`config.mk`:
```
export PLATFORM = sky130hd
export DESIGN_NAME = rand_walk
export DESIGN_NICKNAME = d
export VERILOG_FILES = /design/src/rtl/rand_walk_pkg.sv /design/src/rtl/rw_fifo.sv /design/src/rtl/rand_walk.sv
export SDC_FILE = /design/constraint.sdc
export NUM_CORES = 1
export LEC_CHECK = 0
export CAP_MARGIN = 25
export CORE_MARGIN = 5
export CORE_UTILIZATION = 40
export DETAILED_ROUTE_END_ITERATION = 7
export MAX_ROUTING_LAYER = met4
export PLACE_DENSITY = 0.56
export SETUP_SLACK_MARGIN = 0.2
export SLEW_MARGIN = 20
export SYNTH_ARGS = -nofsm -noshare
export SYNTH_HDL_FRONTEND = slang
export SYNTH_SLANG_ARGS = --single-unit
```
`constraint.sdc`:
```
create_clock -name clock -period 5.55 [get_ports clock]
set_input_delay 1.11 -clock clock [delete_from_list [all_inputs] [get_ports clock]]
set_output_delay 1.11 -clock clock [all_outputs]
set_load 0.1 [all_outputs]
```
`src/rtl/rand_walk_pkg.sv`:
```
// Shared definitions for the rand_walk block: FSM state encoding and the
// default parameter values (position bounds, sample period, FIFO depth).
package rand_walk_pkg;

  typedef enum logic [1:0] {
    ST_IDLE   = 2'd0,
    ST_SAMPLE = 2'd1,
    ST_UPDATE = 2'd2,
    ST_PUSH   = 2'd3
  } rw_state_e;

  localparam int signed RW_POS_MIN_DEF = -100;
  localparam int signed RW_POS_MAX_DEF = 100;
  localparam int        RW_DIV_DEF     = 4;
  localparam int        RW_DEPTH_DEF   = 4;

endpackage

```
`src/rtl/rw_fifo.sv`:
```
// rw_fifo: small synchronous FIFO holding walk positions.
// A pop is only honoured when the FIFO holds data; a push into a full FIFO is
// accepted only when a pop happens in the same cycle. clear_i flushes the
// FIFO and overrides any concurrent push/pop. rdata_o reads as 0 when empty.
module rw_fifo #(
  parameter int WIDTH = 32,
  parameter int DEPTH = 4
) (
  input  logic             clk_i,
  input  logic             rst_ni,
  input  logic             clear_i,
  input  logic             push_i,
  input  logic [WIDTH-1:0] wdata_i,
  input  logic             pop_i,
  output logic [WIDTH-1:0] rdata_o,
  output logic             full_o,
  output logic             empty_o
);

  localparam int AW = $clog2(DEPTH);

  logic [WIDTH-1:0] mem_q [DEPTH];
  logic [AW-1:0]    wr_ptr_q, rd_ptr_q;
  logic [AW:0]      count_q;
  logic             push_ok, pop_ok;

  assign empty_o = (count_q == '0);
  assign full_o  = (count_q == (AW+1)'(DEPTH));
  assign pop_ok  = pop_i && !empty_o;
  assign push_ok = push_i && (!full_o || pop_ok);
  assign rdata_o = empty_o ? '0 : mem_q[rd_ptr_q];

  // Storage array: written on an accepted push, never reset (gated by count).
  always_ff @(posedge clk_i) begin
    if (push_ok && !clear_i) begin
      mem_q[wr_ptr_q] <= wdata_i;
    end
  end

  // Pointers wrap naturally modulo DEPTH (power of two); count tracks occupancy.
  always_ff @(posedge clk_i or negedge rst_ni) begin
    if (!rst_ni) begin
      wr_ptr_q <= '0;
      rd_ptr_q <= '0;
      count_q  <= '0;
    end else if (clear_i) begin
      wr_ptr_q <= '0;
      rd_ptr_q <= '0;
      count_q  <= '0;
    end else begin
      if (push_ok) wr_ptr_q <= wr_ptr_q + AW'(1);
      if (pop_ok)  rd_ptr_q <= rd_ptr_q + AW'(1);
      if (push_ok && !pop_ok)      count_q <= count_q + (AW+1)'(1);
      else if (!push_ok && pop_ok) count_q <= count_q - (AW+1)'(1);
    end
  end

endmodule

```
`src/rtl/rand_walk.sv`:
```
// rand_walk: bounded random walk sampled every DIV enabled cycles.
// A tick starts IDLE->SAMPLE->UPDATE->PUSH; the new position lands in an
// output FIFO three cycles after the tick.
// Output handshake: an entry transfers on any cycle where out_valid and
// out_ready are both high; out_pos shows the head and is 0 when empty.
// Build option: define RAND_WALK_WRAP_EN to wrap out-of-range positions
// around the [POS_MIN, POS_MAX] range instead of clamping them.
module rand_walk
  import rand_walk_pkg::*;
#(
  parameter int        DIV     = RW_DIV_DEF,
  parameter int signed POS_MIN = RW_POS_MIN_DEF,
  parameter int signed POS_MAX = RW_POS_MAX_DEF,
  parameter int        DEPTH   = RW_DEPTH_DEF
) (
  input  logic        clock,
  input  logic        reset,
  input  logic        enable,
  input  logic        clear,
  input  logic [31:0] randNum,
  output logic        out_valid,
  input  logic        out_ready,
  output logic [31:0] out_pos,
  output logic [7:0]  drop_cnt,
  output logic [1:0]  dbg_state_o
);

  localparam logic [7:0]         DIV_LAST = 8'(DIV - 1);
  localparam logic signed [32:0] MIN33    = 33'(POS_MIN);
  localparam logic signed [32:0] MAX33    = 33'(POS_MAX);

  rw_state_e          state_q, state_d;
  logic [7:0]         tick_cnt_q, tick_cnt_d;
  logic signed [31:0] pos_q, pos_d;
  logic signed [31:0] step_q, step_d;
  logic [7:0]         drop_q, drop_d;
  logic signed [32:0] sum;
  logic signed [31:0] bounded;
  logic               tick;
  logic               fifo_push, fifo_pop, fifo_full, fifo_empty;

  assign tick        = enable && (tick_cnt_q == DIV_LAST);
  assign fifo_push   = (state_q == ST_PUSH);
  assign fifo_pop    = out_ready && !fifo_empty;
  assign out_valid   = !fifo_empty;
  assign drop_cnt    = drop_q;
  assign dbg_state_o = state_q;

  // Sample-period counter: advances only while enabled, wraps at DIV-1.
  always_comb begin
    tick_cnt_d = tick_cnt_q;
    if (clear) begin
      tick_cnt_d = '0;
    end else if (enable) begin
      tick_cnt_d = tick ? 8'd0 : tick_cnt_q + 8'd1;
    end
  end

  // Sequencer: a tick is only accepted in IDLE, the rest of the walk is fixed.
  always_comb begin
    state_d = state_q;
    case (state_q)
      ST_IDLE:   if (tick) state_d = ST_SAMPLE;
      ST_SAMPLE: state_d = ST_UPDATE;
      ST_UPDATE: state_d = ST_PUSH;
      ST_PUSH:   state_d = ST_IDLE;
      default:   state_d = ST_IDLE;
    endcase
    if (clear) state_d = ST_IDLE;
  end

  // New position at 33 bits so pos+step never overflows, then bounded.
  always_comb begin
    sum     = 33'(pos_q) + 33'(step_q);
    bounded = sum[31:0];
`ifdef RAND_WALK_WRAP_EN
    if (sum > MAX33) begin
      bounded = 32'(MIN33 + (sum - MAX33) - 33'sd1);
    end else if (sum < MIN33) begin
      bounded = 32'(MAX33 - (MIN33 - sum) + 33'sd1);
    end
`else
    if (sum > MAX33) begin
      bounded = POS_MAX;
    end else if (sum < MIN33) begin
      bounded = POS_MIN;
    end
`endif
  end

  // Datapath next-state: step capture, position update, drop counting.
  always_comb begin
    step_d = step_q;
    pos_d  = pos_q;
    drop_d = drop_q;
    if (state_q == ST_SAMPLE) step_d = randNum;
    if (state_q == ST_UPDATE) pos_d = bounded;
    if (fifo_push && fifo_full && !fifo_pop && (drop_q != 8'hFF)) begin
      drop_d = drop_q + 8'd1;
    end
    if (clear) begin
      pos_d  = '0;
      drop_d = '0;
    end
  end

  // State registers.
  always_ff @(posedge clock or negedge reset) begin
    if (!reset) begin
      state_q    <= ST_IDLE;
      tick_cnt_q <= '0;
      pos_q      <= '0;
      step_q     <= '0;
      drop_q     <= '0;
    end else begin
      state_q    <= state_d;
      tick_cnt_q <= tick_cnt_d;
      pos_q      <= pos_d;
      step_q     <= step_d;
      drop_q     <= drop_d;
    end
  end

  rw_fifo #(
    .WIDTH (32),
    .DEPTH (DEPTH)
  ) u_fifo (
    .clk_i   (clock),
    .rst_ni  (reset),
    .clear_i (clear),
    .push_i  (fifo_push),
    .wdata_i (pos_q),
    .pop_i   (fifo_pop),
    .rdata_o (out_pos),
    .full_o  (fifo_full),
    .empty_o (fifo_empty)
  );

endmodule

```
; ---- Word level (Yosys, flattened, before mapping)
; Memories as Yosys holds them, arrays and structs flattened.
; Cells that the tools add are included.
[totals]
reg_bits = 89
ram_bits = 128
inputBits = 37
elab_cells = 72
n_memories = 1
[mem_list]
columns = memory, depth, width, read_ports, rd_ports_with_merged_regs, write_ports, line
row1 = u_fifo.mem_q, 4, 32, 1, 0, 1, rw_fifo.sv:22  ; logic [WIDTH-1:0] mem_q [DEPTH];
[op_classes]
n_addsub = 7
order_cmp = 2
n_eq_ne = 7
muxes = 22
reduce_logical = 25
[ops]
columns = op, n
row1 = 2-to-1 mux 32 bit, 5
row2 = 2-to-1 mux 8 bit, 5
row3 = adder 32 x 32 -> 33 bit, 1
row4 = "> comparator 33 x 8 -> 1 bit, second input constant", 1
row5 = "less-than comparator 33 x 8 -> 1 bit, second input constant", 1
row6 = "adder 8 x 1 -> 8 bit, second input constant", 2
row7 = 2-to-1 mux 2 bit, 6
row8 = logical AND 1 bit, 10
row9 = nonzero test 2 bit, 5
row10 = 2-to-1 mux 3 bit, 3
row11 = "== test 8 x 2 -> 1 bit, second input constant", 1
row12 = "inequality test 8 bit, second input constant", 1
row13 = case mux 2 bit (4 select lines), 1
row14 = zero test 1 bit, 6
row15 = "adder 2 x 1 -> 2 bit, second input constant", 2
row16 = "== test 2 bit, second input constant", 2
row17 = "adder 3 x 1 -> 3 bit, second input constant", 1
row18 = "== test 3 bit, second input constant", 1
row19 = zero test 3 bit, 1
row20 = "inequality test 3 bit, second input constant", 1
row21 = nonzero test 3 bit, 1
row22 = "subtractor 3 x 1 -> 3 bit, second input constant", 1
row23 = "== test 2 x 1 -> 1 bit, second input constant", 1
row24 = zero test 2 bit, 1
row25 = other kinds (2), 3

; ---- Depth between registers and ports, before layout
[logic_depth]
word_depth = 11
depth_mapped = 15
depth_no_buf = 14

; ---- By module
; A second synthesis with hierarchy kept.
[unflattened]
cells_unflattened = 895
area_unflattened_um2 = 10973.0
[by_module_without_submodules]
columns = module, n_inst, cells_each, area_each_um2, seq_area_each_um2
row1 = rand_walk, 1, 643, 5670.4, 2052.0
row2 = rw_fifo, 1, 252, 5302.6, 4018.9

; ---- Worst setup path before layout
; Ideal clock, no wire load.
[synth_path]
kind = reg2out
startpoint = reg u_fifo.count_q[0]
endpoint = out out_pos[22]
t_arrival_ns = 2.602
required_time_ns = 4.440
setup_slack_ns = 1.838
stages_incl_launch_ff = 5
cell_sequence = dfrtp_1 or3_1 clkbuf_1 clkbuf_1 and2_1
[synth_via]
elab_chain_cells = 2
[synth_lines]
columns = element, line
row1 = "start, declared", rw_fifo.sv:24  ; logic [AW:0] count_q;
row2 = "start signal, assigned", rw_fifo.sv:53  ; if (push_ok && !pop_ok) count_q <= count_q + (AW+1)'(1);
row3 = "start signal, assigned", rw_fifo.sv:54  ; else if (!push_ok && pop_ok) count_q <= count_q - (AW+1)'(1);
row4 = zero test 3 bit, rw_fifo.sv:27  ; assign empty_o = (count_q == '0);
row5 = 2-to-1 mux 32 bit, rw_fifo.sv:31  ; assign rdata_o = empty_o ? '0 : mem_q[rd_ptr_q];
row6 = "end, declared", rand_walk.sv:23  ; output logic [31:0] out_pos,
; No other way between the ends.

; ---- Worst setup path in the final report
[layout_path]
startpoint = reg u_fifo.rd_ptr_q[1]
endpoint = out out_pos[0]
[layout_via]
elab_chain_cells = 2
[layout_lines]
columns = element, line
row1 = "start, declared", rw_fifo.sv:23  ; logic [AW-1:0] wr_ptr_q, rd_ptr_q;
row2 = "start signal, assigned", rw_fifo.sv:52  ; if (pop_ok) rd_ptr_q <= rd_ptr_q + AW'(1);
row3 = memory read (4 x 32 bit), --
row4 = 2-to-1 mux 32 bit, rw_fifo.sv:31
; No other way between the ends.

==> reports/results.txt <==
1st-pass router iterations - 5
Worst Path Arrival - 3.44 ns
Clock skew - 0.0118 ns
FILL cells - 2440
Setup TNS - 0 ns
Max Cap Violations - 0
Vias per cell - 5.39
Placed cells - 1270
Min cycle time layout - 4.55 ns
Yosys reg bits - 217
Layout cells sized above 1 - 13.6%
CTS buffer count - 25
LEAKAGE - 5.07 nW
Combinational share of power - 42.5%
Int Power - 0.00398 W
Effective utilization at floorplan - 40.6%
Initial antenna violation count - 1
Post-route insts no fill - 1316
Status - finished clean
CTS Sinks - 217
WS Path Type - reg -> out
Die height - 175 um
Via count - 7087
Row cnt - 60
Core area - 0.0269 mm2
Final nets - 1037
Die Area - 0.0307 mm2
Final wirelength - 24.3 mm
Routed Antenna Nets - 0
Wire per inst - 18.5 um
Switching Share - 39.1%
Synthesized area per cell - 12.4 um2
Synthesized net count - 961
Die Wd - 175 um
Initial drt markers - 398
Sequential Power Share - 33.8%
Gr ovfl total - 0
RSZ-0062 raised after global routing - no
Ys flop type - edfxtp_1
First-pass GRT wire length - 39.6 mm
Critical Path Start Type - register
Final hold violations - 0
PwrDens - 508 mW/mm2
Synth unique cells - 77
Post-CTS sizing - 0
Post-CTS Setup Bufs - 0
Max Freq - 220 MHz
Hold Slack - 0.511 ns
Hold Buf Count CTS - 0
Synthesis Warnings - 0
Register area share after synthesis - 55.6%
Psw - 0.00255 W
CTS tree - built
Worst-path clk slew - 0.06 ns
Final core utilization - 47.9%
HP Class - reg -> reg
Worst vdd ir - 233 uV
Register-to-Register Path Depth - 11
Number of global-route vias before repair - 7155
Mapped Area - 0.0109 mm2
Slew Limit Headroom - 34.4%
DRC viols - 0
R2R setup slack - 1.46 ns
Post-synth EDFFs - 128
DPL Wire Length - 16.8 mm
Leading cell type in the layout, fill and taps excluded - edfxtp_1
GRT Util Overall - 16.4%
IO Pins - 80
Gpl congestion - 0.909
Syn-to-layout area delta - 17.9%
Worst-Margin Slew - 0.981 ns
CP Capture Type - primary output
Slew Limit Fails - 0
Ys async rst share - 41.0%
Largest net degree at the start of global routing - 51
CTS HTree Levels - 1
CTS root buffer - clkbuf_16
Worst endpoint required time - 4.44 ns
Clock buffer depth - 3
Clock Latency Late Sink - 0.52 ns
Most frequent cells in the layout - edfxtp_1, nand2_1, dfrtp_1
Endpoints failing setup - 0
Worst Hold Depth - 1
Period utilization - 82.0%
Syn Inst Count - 880
Port Buffer Count - 79
Worst Path Max Fanout - 18
Clk pwr share - 23.7%
## layout make-up
cell class | count | area (um2) | area share, %
repair buffers | 92 | 923 | 7.18
multi-input cells | 599 | 4590 | 35.7
clock buffers | 32 | 662 | 5.14
well taps | 341 | 427 | 3.32
clock inverters | 13 | 113 | 0.875
inverters | 21 | 78.8 | 0.613
flip-flops and latches | 217 | 6070 | 47.2
diodes | 1 | 2.50 | 0.0194
## registers in the layout, summed over array words and instances, names as in the netlist
register and cells:
u_fifo.wr_ptr_q 2, dbg_state_o 2, u_fifo.count_q 3, pos_q 32, drop_cnt 8, u_fifo.mem_q 128, u_fifo.rd_ptr_q 2, tick_cnt_q 8
step_q 32
## cell families after synthesis
| kind of cell | after synthesis | share of synthesized area, % |
|---|---|---|
| and+or+nand+nor | 302 | 13.6 |
| adders and majority gates | 44 | 5.18 |
| DFF | 217 | 55.6 |
| xor gates and xnor gates | 36 | 2.89 |
| muxes | 71 | 10.5 |
| AOI/OAI and AO/OA | 146 | 9.84 |
| buffers and inverters | 64 | 2.37 |
## worst max-delay path, cell delays in order (launching register included)
cell             delay (ns)
dfrtp_1                0.95
buf_4                  0.44
mux4_2                 0.28
and2_1                 0.12
clkdlybuf4s50_1        1.13
## metrics by stage
| step | instance area (um2) | power [W] | setup slack (ns) |
|---|---|---|---|
| floorplan | 10900 | 0.00436 | 1.84 |
| global placement | 12100 | 0.00502 | 1.46 |
| detailed placement | 12100 | 0.00502 | 1.46 |
| CTS | 12900 | 0.00661 | 0.899 |
| global route | 12900 | 0.00696 | 0.882 |
| finish | 12900 | 0.00653 | 0.998 |
## routing by layer
layer | GRT usage, % | vias up | share of wire [%]
met5 | - | - | 0
met4 | 3.34 | 0 | 1.7
met3 | 2.21 | 36 | 3.5
met2 | 25.4 | 106 | 46
met1 | 23.4 | 3514 | 49
li1 | - | 3431 | -
## power groups by stage
stage               registers [W]  logic [W]  clock network (W)
global route              0.00224    0.00305            0.00166
global placement          0.00223    0.00279                  0
detailed placement        0.00224    0.00278                  0
CTS                       0.00221    0.00279            0.00160
floorplan                 0.00219    0.00217                  0
finish                    0.00221    0.00277            0.00155
## cells in the mapped netlist, types with 14 or more instances
| library cell | number | share of area, % |
|---|---|---|
| edfxtp_1 | 128 | 35 |
| nand2_1 | 102 | 3.5 |
| dfrtp_1 | 89 | 20 |
| nor2_1 | 67 | 2.3 |
| ha_1 | 42 | 4.8 |
| and2_1 | 37 | 2.1 |
| mux2_2 | 32 | 3.3 |
| mux4_2 | 32 | 6.6 |
| a21oi_1 | 31 | 1.4 |
| clkbuf_1 | 26 | 0.89 |
| xor2_1 | 23 | 1.8 |
| inv_1 | 21 | 0.72 |
| o21ai_0 | 18 | 0.83 |
| nand3_1 | 14 | 0.64 |
| nand4_1 | 14 | 0.80 |
## worst paths after layout
| kind | from | to |
|---|---|---|
| worst max-delay path | u_fifo.rd_ptr_q[1] | out_pos[0] |
| worst min-delay path | step_q[18] | step_q[18] |
| worst max register to register | pos_q[10] | pos_q[2] |
| worst min register to register | step_q[18] | step_q[18] |
| max in group asynchronous | reset | u_fifo.rd_ptr_q[0] |
| min in group asynchronous | reset | drop_cnt[7] |
Power figures use the tool's default switching activity.
